==> config.mk <==
export PLATFORM = sky130hd
export DESIGN_NAME = dmem_arbiter_flat
export DESIGN_NICKNAME = d
export VERILOG_FILES = /design/src/rtl/dmem_arb_pkg.sv /design/src/rtl/dmem_arbiter_if.sv /design/src/rtl/dmem_rr_picker.sv /design/src/rtl/dmem_arbiter.sv /design/src/flat_wrapper.sv
export SDC_FILE = /design/constraint.sdc
export NUM_CORES = 1
export LEC_CHECK = 0
export ABC_AREA = 1
export CAP_MARGIN = 20
export CORE_MARGIN = 5
export CORE_UTILIZATION = 23
export DETAILED_ROUTE_END_ITERATION = 10
export HOLD_SLACK_MARGIN = 0.06
export PLACE_DENSITY = 0.85
export SETUP_SLACK_MARGIN = 0.2
export SLEW_MARGIN = 30
export SYNTH_ARGS = -nofsm -noshare
export SYNTH_HDL_FRONTEND = slang
export SYNTH_SLANG_ARGS = --single-unit
==> constraint.sdc <==
create_clock -name clk -period 1.8 [get_ports clk]
set_input_delay 0.45 -clock clk [delete_from_list [all_inputs] [get_ports clk]]
set_output_delay 0.45 -clock clk [all_outputs]
set_load 0.005 [all_outputs]
==> src/rtl/dmem_arb_pkg.sv <==
// Shared types and limits for the data-memory arbiter.
package dmem_arb_pkg;
  typedef enum logic {ARB = 1'b0, RD_WAIT = 1'b1} arb_state_t;
  typedef enum logic {REQ_CPU = 1'b0, REQ_DBG = 1'b1} requester_t;
  localparam int MAX_RD_LAT = 4;
endpackage

==> src/rtl/dmem_arbiter_if.sv <==
// Requester, debug and RAM-side signals of the data-memory arbiter.
interface dmem_arbiter_if #(parameter int AW = 8, parameter int DW = 16);
  logic          CPU_REQ, CPU_WR, CPU_GNT, CPU_VALID;
  logic [AW-1:0] CPU_ADDR;
  logic [DW-1:0] CPU_WDATA, CPU_RDATA;
  logic          DBG_REQ, DBG_WR, DBG_GNT, DBG_VALID, DBG_LOCK;
  logic [AW-1:0] DBG_ADDR;
  logic [DW-1:0] DBG_WDATA, DBG_RDATA;
  logic [AW-1:0] D_ADDR;
  logic          D_WR;
  logic [DW-1:0] D_WDATA, D_RDATA;

  modport master (
    output CPU_REQ, CPU_WR, CPU_ADDR, CPU_WDATA,
    output DBG_REQ, DBG_WR, DBG_ADDR, DBG_WDATA, DBG_LOCK,
    input  CPU_GNT, CPU_VALID, CPU_RDATA, DBG_GNT, DBG_VALID, DBG_RDATA,
    input  D_ADDR, D_WR, D_WDATA,
    output D_RDATA
  );

  modport slave (
    input  CPU_REQ, CPU_WR, CPU_ADDR, CPU_WDATA,
    input  DBG_REQ, DBG_WR, DBG_ADDR, DBG_WDATA, DBG_LOCK,
    output CPU_GNT, CPU_VALID, CPU_RDATA, DBG_GNT, DBG_VALID, DBG_RDATA,
    output D_ADDR, D_WR, D_WDATA,
    input  D_RDATA
  );
endinterface

==> src/rtl/dmem_rr_picker.sv <==
// Two-way round-robin pick: on a tie the requester that did not win last time goes.
module dmem_rr_picker
  import dmem_arb_pkg::*;
(
  input  logic       cpu_el,
  input  logic       dbg_el,
  input  requester_t last_gnt,
  output logic       gnt_valid,
  output requester_t gnt_who
);
  always_comb begin
    gnt_valid = cpu_el | dbg_el;
    gnt_who   = REQ_CPU;
    if (cpu_el && dbg_el)
      gnt_who = (last_gnt == REQ_CPU) ? REQ_DBG : REQ_CPU;
    else if (dbg_el)
      gnt_who = REQ_DBG;
  end
endmodule

==> src/rtl/dmem_arbiter.sv <==
// Single-port data RAM shared between CPU and debug loader; fixed read latency,
// round-robin grants, and a debug lock that fences the CPU out.
module dmem_arbiter
  import dmem_arb_pkg::*;
#(
  parameter int RD_LAT = 1,
  parameter int AW     = 8,
  parameter int DW     = 16
) (
  input  logic           clk,
  input  logic           rst_n,
  dmem_arbiter_if.slave  bus
);
  if (RD_LAT < 1 || RD_LAT > MAX_RD_LAT) begin : g_bad_lat
    $error("dmem_arbiter: RD_LAT must be in 1..%0d", MAX_RD_LAT);
  end

  // 2-bit counter wraps, so RD_LAT=4 completes when lat_cnt returns to 0.
  localparam logic [1:0] LAT_MATCH = 2'(RD_LAT);

  arb_state_t state;
  logic [1:0] lat_cnt;
  requester_t rd_owner, last_gnt;

  logic       cpu_el, dbg_el, pick_valid, rd_done, arb_live, gnt;
  requester_t pick_who;
  logic       g_wr;
  logic [AW-1:0] g_addr;
  logic [DW-1:0] g_wdata;

  assign cpu_el   = bus.CPU_REQ & ~bus.DBG_LOCK;
  assign dbg_el   = bus.DBG_REQ;
  assign rd_done  = (state == RD_WAIT) && (lat_cnt == LAT_MATCH);
  assign arb_live = (state == ARB) || rd_done;
  assign gnt      = arb_live & pick_valid;

  dmem_rr_picker u_picker (
    .cpu_el   (cpu_el),
    .dbg_el   (dbg_el),
    .last_gnt (last_gnt),
    .gnt_valid(pick_valid),
    .gnt_who  (pick_who)
  );

  always_comb begin
    g_wr    = (pick_who == REQ_DBG) ? bus.DBG_WR    : bus.CPU_WR;
    g_addr  = (pick_who == REQ_DBG) ? bus.DBG_ADDR  : bus.CPU_ADDR;
    g_wdata = (pick_who == REQ_DBG) ? bus.DBG_WDATA : bus.CPU_WDATA;

    bus.CPU_GNT   = gnt && (pick_who == REQ_CPU);
    bus.DBG_GNT   = gnt && (pick_who == REQ_DBG);
    bus.D_ADDR    = gnt ? g_addr : '0;
    bus.D_WR      = gnt & g_wr;
    bus.D_WDATA   = (gnt & g_wr) ? g_wdata : '0;

    // Read data is a gated pass-through; the non-owner always sees zero.
    bus.CPU_VALID = rd_done && (rd_owner == REQ_CPU);
    bus.DBG_VALID = rd_done && (rd_owner == REQ_DBG);
    bus.CPU_RDATA = bus.CPU_VALID ? bus.D_RDATA : '0;
    bus.DBG_RDATA = bus.DBG_VALID ? bus.D_RDATA : '0;
  end

  always_ff @(posedge clk or negedge rst_n) begin
    if (!rst_n) begin
      state    <= ARB;
      lat_cnt  <= 2'd0;
      rd_owner <= REQ_CPU;
      last_gnt <= REQ_DBG;
    end else begin
      if (gnt) last_gnt <= pick_who;
      if (gnt && !g_wr) begin
        state    <= RD_WAIT;
        lat_cnt  <= 2'd1;
        rd_owner <= pick_who;
      end else if (arb_live) begin
        state    <= ARB;
        lat_cnt  <= 2'd0;
      end else begin
        lat_cnt  <= lat_cnt + 2'd1;
      end
    end
  end
endmodule

==> src/flat_wrapper.sv <==
// flat-port wrapper written by rule: the top's interface ports become plain ports
module dmem_arbiter_flat import dmem_arb_pkg::*;
#(
  parameter int RD_LAT = 1,
  parameter int AW     = 8,
  parameter int DW     = 16
)
  (clk, rst_n, bus_CPU_REQ, bus_CPU_WR, bus_CPU_ADDR, bus_CPU_WDATA, bus_DBG_REQ, bus_DBG_WR, bus_DBG_ADDR, bus_DBG_WDATA, bus_DBG_LOCK, bus_CPU_GNT, bus_CPU_VALID, bus_CPU_RDATA, bus_DBG_GNT, bus_DBG_VALID, bus_DBG_RDATA, bus_D_ADDR, bus_D_WR, bus_D_WDATA, bus_D_RDATA);
  dmem_arbiter_if #(.AW(AW), .DW(DW)) bus_i ();
  input  logic clk;
  input  logic rst_n;
  input wire logic [$bits(bus_i.CPU_REQ)-1:0] bus_CPU_REQ;
  input wire logic [$bits(bus_i.CPU_WR)-1:0] bus_CPU_WR;
  input wire logic [$bits(bus_i.CPU_ADDR)-1:0] bus_CPU_ADDR;
  input wire logic [$bits(bus_i.CPU_WDATA)-1:0] bus_CPU_WDATA;
  input wire logic [$bits(bus_i.DBG_REQ)-1:0] bus_DBG_REQ;
  input wire logic [$bits(bus_i.DBG_WR)-1:0] bus_DBG_WR;
  input wire logic [$bits(bus_i.DBG_ADDR)-1:0] bus_DBG_ADDR;
  input wire logic [$bits(bus_i.DBG_WDATA)-1:0] bus_DBG_WDATA;
  input wire logic [$bits(bus_i.DBG_LOCK)-1:0] bus_DBG_LOCK;
  output wire logic [$bits(bus_i.CPU_GNT)-1:0] bus_CPU_GNT;
  output wire logic [$bits(bus_i.CPU_VALID)-1:0] bus_CPU_VALID;
  output wire logic [$bits(bus_i.CPU_RDATA)-1:0] bus_CPU_RDATA;
  output wire logic [$bits(bus_i.DBG_GNT)-1:0] bus_DBG_GNT;
  output wire logic [$bits(bus_i.DBG_VALID)-1:0] bus_DBG_VALID;
  output wire logic [$bits(bus_i.DBG_RDATA)-1:0] bus_DBG_RDATA;
  output wire logic [$bits(bus_i.D_ADDR)-1:0] bus_D_ADDR;
  output wire logic [$bits(bus_i.D_WR)-1:0] bus_D_WR;
  output wire logic [$bits(bus_i.D_WDATA)-1:0] bus_D_WDATA;
  input wire logic [$bits(bus_i.D_RDATA)-1:0] bus_D_RDATA;
  assign bus_i.CPU_REQ = bus_CPU_REQ;
  assign bus_i.CPU_WR = bus_CPU_WR;
  assign bus_i.CPU_ADDR = bus_CPU_ADDR;
  assign bus_i.CPU_WDATA = bus_CPU_WDATA;
  assign bus_i.DBG_REQ = bus_DBG_REQ;
  assign bus_i.DBG_WR = bus_DBG_WR;
  assign bus_i.DBG_ADDR = bus_DBG_ADDR;
  assign bus_i.DBG_WDATA = bus_DBG_WDATA;
  assign bus_i.DBG_LOCK = bus_DBG_LOCK;
  assign bus_CPU_GNT = bus_i.CPU_GNT;
  assign bus_CPU_VALID = bus_i.CPU_VALID;
  assign bus_CPU_RDATA = bus_i.CPU_RDATA;
  assign bus_DBG_GNT = bus_i.DBG_GNT;
  assign bus_DBG_VALID = bus_i.DBG_VALID;
  assign bus_DBG_RDATA = bus_i.DBG_RDATA;
  assign bus_D_ADDR = bus_i.D_ADDR;
  assign bus_D_WR = bus_i.D_WR;
  assign bus_D_WDATA = bus_i.D_WDATA;
  assign bus_i.D_RDATA = bus_D_RDATA;
  dmem_arbiter #(.RD_LAT(RD_LAT), .AW(AW), .DW(DW)) u_core (.clk(clk), .rst_n(rst_n), .bus(bus_i));
endmodule
==> flow_summary.ini, run 1 <==
[timing]
hold_ws_ps = 436
finalSetupTns_ps = -14680
period_needed_ps = 2200
hold_violations = 0
setup_violations = 55
worstMarginPinSlew_ps = 252
fin_crit_sh_pct = 122
timing.fmax_mhz = 454
slew_violations = 0
grt_setup_unrepaired = yes
maxSlewHeadroom_pct = 83.2
setup_slack_ps = -403
final.setup_skew_ps = 1.15

[yosys]
async_flop_share_pct = 100
ys_seq_area_share_pct = 14.2
yosys_register_bits = 5
syn-cell-area_um2 = 887
ys_warn_count = 0
synth_edf_count = 0
synth_nets = 242
synthCells = 170
ys.flop_type = dfrtp_1
syn_area_per_cell_um2 = 5.22
synthDistinctLibCells = 21

[grt]
overflow = 0
grt_max_degree = 17
grt_pass1_vias = 1755
grt_usage_pct = 18.8
grt_first_pass_wirelength_um = 7930
antenna_found_initial = 0

[place]
place_hpwl_um = 3670
post-place-cells = 359
io_buffers = 131
gp_congestion = 0.781

[setup_path]
path_delay_family = buffers and inverters
startpoint_type = flip-flop
critPathArrivalTime_ps = 1750
end_kind = primary output
slowest_delay_ps = 400
r2r_start = u_core.lat_cnt[1]$_DFF_PN0_
crit_fanout = 4
worstSetupPathType = reg2out
path_buf_inv = 5
cp.required_ps = 1350
path_cells = ha_4, buf_4, nor2_4, a21oi_4, buf_6, nand2_4, clkinvlp_4, buf_6, nand2_1, nand2_1, buf_2
slowest_stage = dfrtp_1
cp-startpoint = u_core.lat_cnt[0]$_DFF_PN0_

[cts]
htreeDepth = 1
max-clock-path-buffers = 2
root_buffer = clkbuf_8
clk_latency_ps = 230
ctsHoldBuffers = 0
clkTransAtPathRegs_ps = 40
cts_buffers = 3
cts_tree = built
clock-sinks = 5

[final_layout]
syn_to_final_growth_pct = 211
final_net_count = 420
n_antenna_cell = 0
drive_gt1_share_pct = 46.4
final_cell_mix = clkdlybuf4s50_1 (70), nand2_1 (57), buf_2 (39), buf_6 (33), inv_1 (21)
final_common_cell = clkdlybuf4s50_1
fin_cells = 395

[min_path]
hold_path_class = in2async

[outcome]
violations = setup timing
status = finished with violations

[detailed_routing]
drt_wl_total_um = 5500
drtAntennaViolNets = 0
dr.pass1.iters = 4
drtIter0Drc = 53
wl_per_cell_um = 13.9
num_vias = 1774
drc = 0
via_per_inst = 4.49

[power_and_ir_drop]
combPwrFrac_pct = 82.2
p_leak_nw = 1.46
power.net_switching_mw = 0.991
pwr-share-seq_pct = 8.9
ir_worst_vdd_v = 0.000358
power.switching_fraction_pct = 41.3
p_int_mw = 1.41
power.share.clock_pct = 8.9
powerDensity_mw_per_mm2 = 868
power_mw = 2.40

[floorplan]
dieWidth_um = 72.1
dieArea_mm2 = 0.00520
dieHeight_um = 72.1
start_util_pct = 24.1
ioPinCount = 132
rows = 22
core_area_mm2 = 0.00369

[job]
max-cap-violations = 0
-- synth_stat cells, types with 2 or more instances --
cell type | count | area, um^2
nand2_1 | 64 | 240
nor2_1 | 34 | 128
inv_1 | 27 | 101
a21oi_2 | 9 | 78.8
a21oi_1 | 7 | 35.0
nand3_1 | 5 | 25.0
dfrtp_1 | 4 | 100
inv_2 | 4 | 15.0
buf_2 | 2 | 10.0
buf_6 | 2 | 22.5
o21ai_0 | 2 | 10.0
-- sequential cells by signal, summed over array words and instances, names as in the netlist --
name / count
u_core.lat_cnt: 2
u_core.last_gnt: 1
u_core.rd_owner: 1
u_core.state: 1
-- area by class of cell --
class	instances	area (um^2)
timing repair inverter	3	22.5
fill	261	926
clock buffer	4	45.0
inverter	31	141
multi-input combinational	130	806
sequential	5	126
timing repair buffer	174	1560
tap	48	60.1
-- worst paths after layout --
check                           cells past startpoint  slack, ps                           to
worst max-delay path                               11       -400                bus_D_ADDR[4]
worst min-delay path                                1        440  u_core.rd_owner$_DFFE_PN0P_
worst max register to register                     10        330  u_core.rd_owner$_DFFE_PN0P_
worst min register to register                      2        510  u_core.last_gnt$_DFFE_PN1P_
max in group asynchronous                           1       1120  u_core.last_gnt$_DFFE_PN1P_
min in group clk                                    2        510  u_core.last_gnt$_DFFE_PN1P_
-- power by group through the flow --
stage	clock, mW	combinational (mW)	sequential [mW]
2_1_floorplan	0	0.572	0.205
3_3_place_gp	0	1.40	0.210
3_5_place_dp	0	1.42	0.211
4_1_cts	0.220	1.78	0.212
5_1_grt	0.225	2.11	0.217
6_report	0.214	1.97	0.213
-- worst reg2reg max path, stage by stage, from the launching register on --
cell and delay, ps:
dfrtp_1 360, inv_2 60, ha_4 120, buf_4 110, nor2_4 40, a21oi_4 180, buf_6 150, buf_4 120
nand3_2 90, nand2_1 80, nand2_1 50
-- routing by layer --
| layer | wire [um] | up-vias | track usage [%] |
|---|---|---|---|
| li1 | - | 867 | - |
| met1 | 1950 | 786 | 20.6 |
| met2 | 2740 | 109 | 35.8 |
| met3 | 682 | 12 | 2.77 |
| met4 | 126 | 0 | 7.31 |
| met5 | 0 | - | 0 |
-- logic make-up (layout without fill, tap and decap cells) --
kind of cell | Yosys count | count (layout) | share of synthesized area [%]
and+or+nand+nor | 108 | 110 | 50.5
buffers and inverters | 37 | 212 | 18.1
AOI/OAI and AO/OA | 19 | 19 | 15.8
DFF | 5 | 5 | 14.2
adders and majority gates | 1 | 1 | 1.41
-- stage by stage --
step           setup slack [ps]  cell area, um^2  util, %
2_1_floorplan               181              931        -
6_report                   -403             2760     74.9
5_1_grt                    -489             2760     74.9
4_1_cts                    -429             2640     71.5
3_5_place_dp               -982             2390     64.7
3_3_place_gp               -929             2390     64.7
-- what timing repair did --
item                                    CTS  global route
gates resized for setup                 262            37
hold endpoints to repair                  0             0
pin swaps                                14            11
gates cloned                              6             0
endpoints found under the setup margin   62            63
setup buffers                            22             4
Power figures use the tool's default switching activity.
==> run 2, diff against run 1 <==
- CORE_MARGIN: 5 -> not set
- CORE_UTILIZATION: 23 -> 21
- PLACE_DENSITY: 0.85 -> 0.82
- clock period: 1.8 -> 1.9 ns (I/O delays scaled with it)
==> run 2 against run 1 <==
Effect of this change:
- power fell by 2.9%
- sequential share of layout area decreased by 0.099 points
- clock skew is 3.5 ps higher
- die area decreased by 14%
- worst hold slack better by 31 ps
- non-clock buffer count up 12
- critical path depth down 1
- the run still ends with setup timing left
- flip-flop and latch count unchanged
- cell count increased by 3.0%
==> flow_summary.ini, run 2 (synthesized netlist as in run 1, its figures left out) <==
[outcome]
status = finished with violations
violations = setup timing

[timing]
grt_setup_unrepaired = yes
period_needed_ps = 2160
setup_violations = 44
worstMarginPinSlew_ps = 219
slew_violations = 0
setup_slack_ps = -265
hold_violations = 0
maxSlewHeadroom_pct = 85.3
final.setup_skew_ps = 4.68
fin_crit_sh_pct = 114
timing.fmax_mhz = 462

[setup_path]
crit_fanout = 5
cp.required_ps = 1420
critPathArrivalTime_ps = 1690
worstSetupPathType = reg2out
reg2reg_depth = 8
end_kind = primary output
startpoint_type = flip-flop

[final_layout]
final_cell_mix = clkdlybuf4s50_1 (65), nand2_1 (48), buf_2 (42), buf_6 (37), nor2_1 (26)
fin_cells = 407
drive_gt1_share_pct = 47.9
syn_to_final_growth_pct = 218
finish.utilization_pct = 70.1
regMostFlops = u_core.lat_cnt
fillers = 316
final_common_cell = clkdlybuf4s50_1
final_net_count = 430
n_antenna_cell = 0
largest_reg_flops = 2

[detailed_routing]
num_vias = 1825
drt_wl_total_um = 5370
wl_per_cell_um = 13.2
drtIter0Drc = 63
drc = 0
via_per_inst = 4.48
drtAntennaViolNets = 0
dr.pass1.iters = 4

[grt]
grt_first_pass_wirelength_um = 7200
antenna_found_initial = 0
grt_usage_pct = 21.3
overflow = 0
grt_pass1_vias = 1601
grt_max_degree = 18

[cts]
htreeDepth = 1
clkTransAtPathRegs_ps = 40
clock-sinks = 5
cts_tree = built
max-clock-path-buffers = 2
cts_buffers = 3
root_buffer = clkbuf_8
clk_latency_ps = 230

[power_and_ir_drop]
p_int_mw = 1.39
power.switching_fraction_pct = 40.1
combPwrFrac_pct = 82.5
powerDensity_mw_per_mm2 = 824
pwr-share-seq_pct = 8.8
ir_worst_vdd_v = 0.000326
power.share.clock_pct = 8.7
power.net_switching_mw = 0.933
p_leak_nw = 1.51

[floorplan]
dieHeight_um = 67.0
dieWidth_um = 67.0
start_util_pct = 22.0
dieArea_mm2 = 0.00449
core_area_mm2 = 0.00403
rows = 23
ioPinCount = 132

[place]
post-place-cells = 361
place_hpwl_um = 3330
gp_congestion = 0.762
io_buffers = 131

[min_path]
hold_path_class = in2async

[job]
max-cap-violations = 0
==> run 2: cell types whose count changed in the layout (fill, tap and decap cells not counted), moves of 5 or more <==
cell / change
nand2_2: +9
buf_4: +6
nor2_1: +6
nor2_4: -7
dlygate4sd2_1: +11
clkdlybuf4s50_1: -5
nand2_1: -9
==> run 2: layout make-up <==
class	instances	area, um^2	share of cell area [%]
Timing Repair inverter	1	7.51	0.266
Timing Repair Buffer	186	1650	58.5
Inverter	31	129	4.56
Clock buffer	4	45.0	1.60
Sequential cell	5	126	4.47
Multi-Input combinational cell	130	801	28.4
Tap cell	50	62.6	2.22
==> run 2: worst paths after layout <==
kind                                             startpoint                          end  slack, ps
worst max-delay path            u_core.last_gnt$_DFFE_PN1P_                bus_D_ADDR[3]       -260
worst min-delay path                                  rst_n     u_core.state$_DFFE_PN0P_        470
worst max register to register  u_core.lat_cnt[0]$_DFF_PN0_  u_core.lat_cnt[0]$_DFF_PN0_        390
worst min register to register  u_core.last_gnt$_DFFE_PN1P_  u_core.last_gnt$_DFFE_PN1P_        560
max in group asynchronous                             rst_n  u_core.last_gnt$_DFFE_PN1P_       1180
min in group clk                u_core.last_gnt$_DFFE_PN1P_  u_core.last_gnt$_DFFE_PN1P_        560
==> run 2: power by group through the flow <==
stage / Sequential (mW) / Combinational (mW) / Clock [mW]
floorplan: 0.185 / 0.494 / 0
global placement: 0.187 / 1.29 / 0
detailed placement: 0.190 / 1.30 / 0
CTS: 0.199 / 1.73 / 0.201
global route: 0.209 / 2.06 / 0.211
finish: 0.205 / 1.92 / 0.202
==> run 2: layer usage <==
layer | GRT usage, % | vias up | share of wire (%)
met3 | 5.14 | 8 | 9.7
met4 | 6.12 | 0 | 1.0
met5 | 0 | - | 0
met2 | 43.6 | 104 | 54
li1 | - | 886 | -
met1 | 20.3 | 827 | 35
==> run 2: metrics by stage <==
step                hold WS, ps  setup TNS [ps]  cell area [um^2]  setup slack, ps  total power [mW]
floorplan                   179               0               887              231             0.679
global placement            486          -25630              2350             -786              1.47
detailed placement          483          -26710              2350             -813              1.49
CTS                         469           -6280              2710             -261              2.13
global route                486          -11410              2820             -349              2.48
finish                      467           -7470              2820             -265              2.33
==> run 2: worst max-delay path: stages (launching register included) <==
cell and delay, ps:
dfstp_2 560, nand3_4 120, nand2_8 140, buf_6 120
nand2_4 50, inv_4 50, buf_6 110, buf_6 100
nand2_2 50, nand2_2 70, buf_6 90
==> run 2: timing repair <==
item	in CTS	in global routing
hold buffers	0	0
buffers inserted	31	5
cloned	5	1
resized for setup	274	38
setup endpoints to repair	61	61
pin swaps	12	7
